## src/rtl/jacobi_1d_sched.sv

```systemverilog
// Ping-pong scheduler for a 1-D Jacobi kernel: issues one component call per
// timestep, swapping source and scratch arrays, and reports the final array.
module jacobi_1d_sched #(
    parameter int AW  = 64,
    parameter int SW  = 16,
    parameter int TMO = 65535
) (
    input  logic          clock,
    input  logic          resetn,
    input  logic          job_valid,
    output logic          job_ready,
    input  logic [AW-1:0] job_src,
    input  logic [AW-1:0] job_dst,
    input  logic [SW-1:0] job_steps,
    output logic          comp_start,
    input  logic          comp_busy,
    output logic [AW-1:0] comp_A_1,
    output logic [AW-1:0] comp_A_2,
    output logic [AW-1:0] comp_B,
    input  logic          comp_done,
    output logic          comp_stall,
    output logic          res_valid,
    input  logic          res_ready,
    output logic [AW-1:0] res_addr,
    output logic          res_err,
    output logic [SW-1:0] steps_done
);

    localparam logic [1:0] IDLE = 2'd0;
    localparam logic [1:0] CALL = 2'd1;
    localparam logic [1:0] WAIT = 2'd2;
    localparam logic [1:0] RESP = 2'd3;

    // Counter spans 0..TMO-1 inside WAIT; TMO=1 still needs one bit.
    localparam int            CW       = (TMO > 1) ? $clog2(TMO) : 1;
    localparam logic [CW-1:0] TMO_LAST = CW'(TMO - 1);

    logic [1:0]    state;
    logic [AW-1:0] cur_src;
    logic [AW-1:0] cur_dst;
    logic [SW-1:0] remaining;
    logic [CW-1:0] tmo_cnt;

    // NOTE: all state below uses non-blocking assignments so every register
    // samples pre-edge values; the src/dst swap relies on this.
    always_ff @(posedge clock or negedge resetn) begin
        if (!resetn) begin
            state      <= IDLE;
            cur_src    <= '0;
            cur_dst    <= '0;
            remaining  <= '0;
            tmo_cnt    <= '0;
            steps_done <= '0;
            res_addr   <= '0;
            res_err    <= 1'b0;
        end else begin
            case (state)
                IDLE: begin
                    if (job_valid) begin
                        cur_src    <= job_src;
                        cur_dst    <= job_dst;
                        remaining  <= job_steps;
                        steps_done <= '0;
                        if (job_steps != '0) begin
                            state <= CALL;
                        end else begin
                            res_addr <= job_src;
                            res_err  <= 1'b0;
                            state    <= RESP;
                        end
                    end
                end
                CALL: begin
                    if (!comp_busy) begin
                        state   <= WAIT;
                        tmo_cnt <= '0;
                    end
                end
                WAIT: begin
                    // A return in the final counted cycle beats the timeout.
                    if (comp_done) begin
                        cur_src    <= cur_dst;
                        cur_dst    <= cur_src;
                        steps_done <= steps_done + 1'b1;
                        remaining  <= remaining - 1'b1;
                        if (remaining != SW'(1)) begin
                            state <= CALL;
                        end else begin
                            res_addr <= cur_dst;
                            res_err  <= 1'b0;
                            state    <= RESP;
                        end
                    end else if (tmo_cnt == TMO_LAST) begin
                        res_addr <= cur_src;
                        res_err  <= 1'b1;
                        state    <= RESP;
                    end else begin
                        tmo_cnt <= tmo_cnt + 1'b1;
                    end
                end
                RESP: begin
                    if (res_ready) state <= IDLE;
                end
                default: state <= IDLE;
            endcase
        end
    end

    assign job_ready  = (state == IDLE);
    assign comp_start = (state == CALL);
    assign comp_stall = (state != WAIT);
    assign res_valid  = (state == RESP);
    assign comp_A_1   = cur_src;
    assign comp_A_2   = cur_src;
    assign comp_B     = cur_dst;

endmodule

```

## config.mk

```make
export PLATFORM = sky130hd
export DESIGN_NAME = jacobi_1d_sched
export DESIGN_NICKNAME = d
export VERILOG_FILES = /design/src/rtl/jacobi_1d_sched.sv
export SDC_FILE = /design/constraint.sdc
export NUM_CORES = 1
export LEC_CHECK = 0
export CORE_MARGIN = 4
export CORE_UTILIZATION = 45
export CTS_BUF_LIST = sky130_fd_sc_hd__clkbuf_8
export DETAILED_ROUTE_END_ITERATION = 7
export PLACE_DENSITY_LB_ADDON = 0.1
export SLEW_MARGIN = 20
export SYNTH_ARGS = -nofsm -noshare
export SYNTH_HDL_FRONTEND = slang
export SYNTH_SLANG_ARGS = --single-unit
```

## constraint.sdc

```tcl
create_clock -name clock -period 3.7 [get_ports clock]
set_clock_uncertainty 0.15 [all_clocks]
set_input_delay 0.555 -clock clock [delete_from_list [all_inputs] [get_ports clock]]
set_output_delay 0.555 -clock clock [all_outputs]
set_load 0.01 [all_outputs]
```

### Word-level counts from Yosys, hierarchy flattened

Cells that the tools add are included.

| cells by class | value |
|---|---|
| $add $sub $neg | 3 |
| equal/unequal tests | 15 |
| muxes and demuxes | 36 |
| reduce and logical (&&, ||, !) cells | 8 |

Operator list:

| operator | number |
|---|---|
| two-way mux 64 bit | 9 |
| case mux 64 bit (2 select lines) | 3 |
| two-way mux 16 bit | 7 |
| case mux 16 bit (2 select lines) | 3 |
| adder 16 x 1 -> 16 bit, second input constant | 2 |
| equality test 16 bit, second input constant | 1 |
| != test 16 x 1 -> 1 bit, second input constant | 1 |
| nonzero test 16 bit | 1 |
| subtractor 16 x 1 -> 16 bit, second input constant | 1 |
| two-way mux 2 bit | 7 |
| != test 2 bit, second input constant | 7 |
| case mux 2 bit (4 select lines) | 1 |
| AND reduction 4 bit | 2 |
| != test 3 bit, second input constant | 2 |
| two-way mux 1 bit | 5 |
| AND reduction 5 bit | 1 |
| equality test 2 bit, second input constant | 2 |
| nonzero test 2 bit | 2 |
| AND reduction 3 bit | 1 |
| equality test 2 x 1 -> 1 bit, second input constant | 1 |
| logical NOT 2 bit | 1 |
| != test 2 x 1 -> 1 bit, second input constant | 1 |
| case mux 1 bit (2 select lines) | 1 |

| word-level totals | value |
|---|---|
| register bits | 243 |
| input bits | 150 |
| logic and storage cells | 70 |

### Depth between registers and ports, before layout

| depth | value |
|---|---|
| depth after elaboration | 4 |
| gate-level depth with buffers | 9 |
| mapped depth without buffers | 7 |

### Worst setup path before layout

OpenSTA, ideal clock, no wires.

| path | value |
|---|---|
| path kind | input to register |
| start | input port comp_done |
| end | register res_addr[14] |
| library setup time | 0.128 ns |
| arrival time | 2.091 ns |
| data required time | 3.422 ns |
| setup slack | 1.331 ns |
| cell stages on the path | 7 |
| buffers on the path | 2 |
| cell sequence | clkbuf_1 > mux2i_1 > or2_2 > nor3_2 > a211oi_4 > buf_6 > mux2_1 |

| between the ends | value |
|---|---|
| cells in the longest elaborated chain, start to end | 2 |
| elaborated cells between the ends (all ways) | 5 |

RTL lines:

| element | RTL line | source |
|---|---|---|
| start, declared | 20 | `input logic comp_done,` |
| != test 3 bit (no source line) / two-way mux 64 bit (equally long branches) | n/a |  |
| AND reduction 5 bit (no source line) / case mux 64 bit (2 select lines) (equally long branches) | n/a |  |
| end signal, assigned | 67 | `res_addr <= job_src;` |
| end signal, assigned | 89 | `res_addr <= cur_dst;` |
| end signal, assigned | 94 | `res_addr <= cur_src;` |
| end, declared | 24 | `output logic [AW-1:0] res_addr,` |

Parallel ways exist; a longest one is shown, timed or not.
A chain may end at the register's enable or synchronous reset.

### Final worst setup path

| path | value |
|---|---|
| start | register state[0] |
| end | output port comp_stall |

| between the ends | value |
|---|---|
| cells in the longest elaborated chain, start to end | 1 |

RTL lines:

| element | RTL line | source |
|---|---|---|
| start, declared | 38 | `logic [1:0] state;` |
| start signal, assigned | 48 | `state <= IDLE;` |
| start signal, assigned | 65 | `state <= CALL;` |
| start signal, assigned | 69 | `state <= RESP;` |
| != test 2 bit | 111 | `assign comp_stall = (state != WAIT);` |
| end, declared | 21 | `output logic comp_stall,` |

No other way between the ends.

==> impl_metrics.yaml <==
outcome:
  status: "finished clean"
logic_synthesis:
  synth.distinct_cells: 54
  synth-async-reset-ratio_pct: 100.0
  netlist_area_mm2: 0.01268
  seq_area_frac_synth_pct: 47.94
  synth_area_leaders: "dfrtp_1 (48%), nand2_1 (7.5%), mux2_4 (6.4%)"
  synth_warnings: 0
  syn_avg_cell_area_um2: 9.452
  yosysMostFrequentCell: "nand2_1"
  ys_seq_elements: 243
  synth_edf_count: 0
  yosysTopAreaCell: "dfrtp_1"
  synth.top_cell.area_share_pct: 47.94
  postSynthCellCount: 1342
  synthFlopType: "dfrtp_1"
  synth_nets: 1497
  synthTopCellsByCount: "nand2_1 (255), dfrtp_1 (243), nor2_1 (145), a31oi_1 (103), o21ai_0 (76)"
die:
  die_y_um: 175.9
  dieArea_mm2: 0.03094
  num_io_pins: 427
  die_width_um: 175.9
  start_util_pct: 45.66
  core_mm2: 0.02778
  rows: 61
drt:
  drtPass1Iterations: 7
  drt-wirelength-per-cell_um: 19.57
  drt_wl_total_um: 40790
  vias_per_cell: 5.405
  ant_nets: 0
  drt_iter0_markers: 832
  vias: 11265
  drc: 0
worst_hold_path:
  hold_end: "res_addr[14]"
  whs_path_depth: 1
  hp-class: "flip-flop to flip-flop"
  min_from: "res_addr[14]"
finish:
  nets: 1829
  instances_no_fill: 2084
  fin_area_mm2: 0.01767
  syn_to_final_growth_pct: 39.32
  layout-drive-gt1-share_pct: 9.096
  num-fill-cells: 2371
power:
  pwr-share-seq_pct: 34.8
  power_leakage_nw: 7.917
  p_int_mw: 7.976
  switching_share_pct: 39.75
  combPwrFrac_pct: 46.0
  pwr_density_cell_mw_per_mm2: 749.0
  power_mw: 13.24
  power.share.clock_pct: 19.2
  switching_power_mw: 5.261
  vdd_drop_max_uv: 430.9
job:
  maxCapViolCount: 0
timing:
  setup_violations: 0
  worst_slew_pin_slew_ps: 1027
  fin_ws_ps: 677.7
  setup_tns_ps: 0
  period_minus_slack_ps: 3022
  rsz0062_at_grt: "false"
  hold_viol_final: 0
  drv_slew: 0
  period_share_pct: 81.68
  fmax_ghz: 0.3309
  max_slew_margin_pct: 31.56
clock_tree:
  cts.clk_slew.worst_paths_ps: 60
  clk_latency_ps: 540
  cts_made_buffers: 44
  cts_root_buffer: "clkbuf_8"
  clock_path_buffers: 3
  htreeDepth: 2
  cts_resized: 0
  clock_sinks: 243
  cts_tree: "yes"
critical_path:
  ff2ff_path_depth: 6
  r2r_start: "state[1]"
  setup.worst_path.class: "flip-flop to output pin"
  critPathLaunch: "state[0]"
  crit_fanout: 55
  crit_required_ps: 2990
  startpoint_type: "flip-flop"
  arrival_ps: 2320
  r2r-end: "res_addr[4]"
  critPathCaptureType: "output pin"
  reg2reg_setup_slack_ps: 910
grt:
  grt_usage_pct: 25.52
  antenna_found_initial: 4
  grt_pass1_vias: 11195
  grt_max_degree: 99
  grt_remaining_overflow: 0
  grt_pass1_wl_um: 63660
place:
  post-dp-hpwl_um: 27860
  detailed_place.area_mm2: 0.01677
  dp.cells: 2005
  port_buffers: 426
  place.gp.congestion: 0.8110
  place_ws_ps: 565.9
power by group through the flow:
stage | Clock [mW] | Combinational (mW) | Sequential (mW)
floorplan | 0 | 3.19 | 4.64
global placement | 0 | 6.02 | 4.60
detailed placement | 0 | 6.14 | 4.64
CTS | 2.60 | 6.16 | 4.61
global route | 2.73 | 6.69 | 4.77
finish | 2.54 | 6.09 | 4.61
final cells by class:
type	instances	area, um^2	area share, %
flip-flops and latches	243	6081	34.41
multi-input cells	905	5590	31.63
repair buffers	445	4499	25.46
clock buffers	59	812.0	4.595
well taps	378	473.0	2.676
inverters	35	136.4	0.7717
clock inverters	17	75.07	0.4248
diodes	2	5.005	0.02832
per-layer routing:
layer	vias to the layer above	GRT usage [%]	share of wire (%)
met1	5480	32.10	40
met5	-	0	0.081
li1	5283	-	-
met2	425	42.83	49
met3	73	7.727	8.4
met4	4	7.245	2.7
registers in the layout, indices dropped and copies added, names as in the netlist:
| signal | flops |
|---|---|
| comp_A_1 | 64 |
| comp_B | 64 |
| res_addr | 64 |
| remaining | 16 |
| steps_done | 16 |
| tmo_cnt | 16 |
| state | 2 |
| res_err | 1 |
cell usage in the layout (no fill, tap or decap), types with 3 or more instances in the layout:
| master | n |
|---|---|
| clkdlybuf4s50_1 | 424 |
| nand2_1 | 255 |
| dfrtp_1 | 243 |
| nor2_1 | 143 |
| a31oi_1 | 103 |
| o21ai_0 | 76 |
| mux2i_1 | 68 |
| clkbuf_8 | 59 |
| mux2_4 | 54 |
| inv_1 | 46 |
| a222oi_1 | 27 |
| nand3_1 | 20 |
| a21oi_1 | 20 |
| nor4_1 | 15 |
| xnor2_1 | 14 |
| buf_4 | 12 |
| nor3_1 | 11 |
| nand4_1 | 9 |
| xor2_1 | 9 |
| buf_12 | 7 |
| mux2_1 | 6 |
| mux2_2 | 5 |
| o22ai_1 | 5 |
| and3_1 | 5 |
| ha_1 | 5 |
| and2_1 | 4 |
| o31ai_1 | 4 |
| nor2_4 | 3 |
| or2_2 | 3 |
| o21a_1 | 3 |
| o22a_1 | 3 |
| and4_1 | 3 |
| o211ai_1 | 3 |
| clkinv_2 | 3 |
cells by family after synthesis:
group	synth area share [%]
DFF	47.94
muxes	12.73
adders and majority gates	0.4932
and+or+nand+nor	16.21
xor gates and xnor gates	1.588
AOI/OAI and AO/OA	12.86
buffers and inverters	8.177
worst max-delay path: stages (launching register included):
cell	delay (ps)
dfrtp_1	600
nor2b_4	120
inv_6	330
clkdlybuf4s50_1	680
per-stage QoR:
step,util [%],hold slack (ps)
after floorplan,-,109.4
after global placement,60.36,324.6
after detailed placement,60.36,337.6
after CTS,63.59,351.2
after global routing,63.61,367.2
final,63.61,347.3
repair_timing:
item,4_1_cts,5_1_grt
hold buffers,1,0
buffers inserted,0,0
endpoints found under the hold margin,67,0
how the worst max path moves through the flow:
stage,endpoint,cells past startpoint
finish,comp_stall,3
global route,comp_stall,3
CTS,comp_stall,3
detailed placement,res_addr[46],7
global placement,res_addr[48],7
floorplan,res_addr[14],7
(Power assumes the default switching activity.)
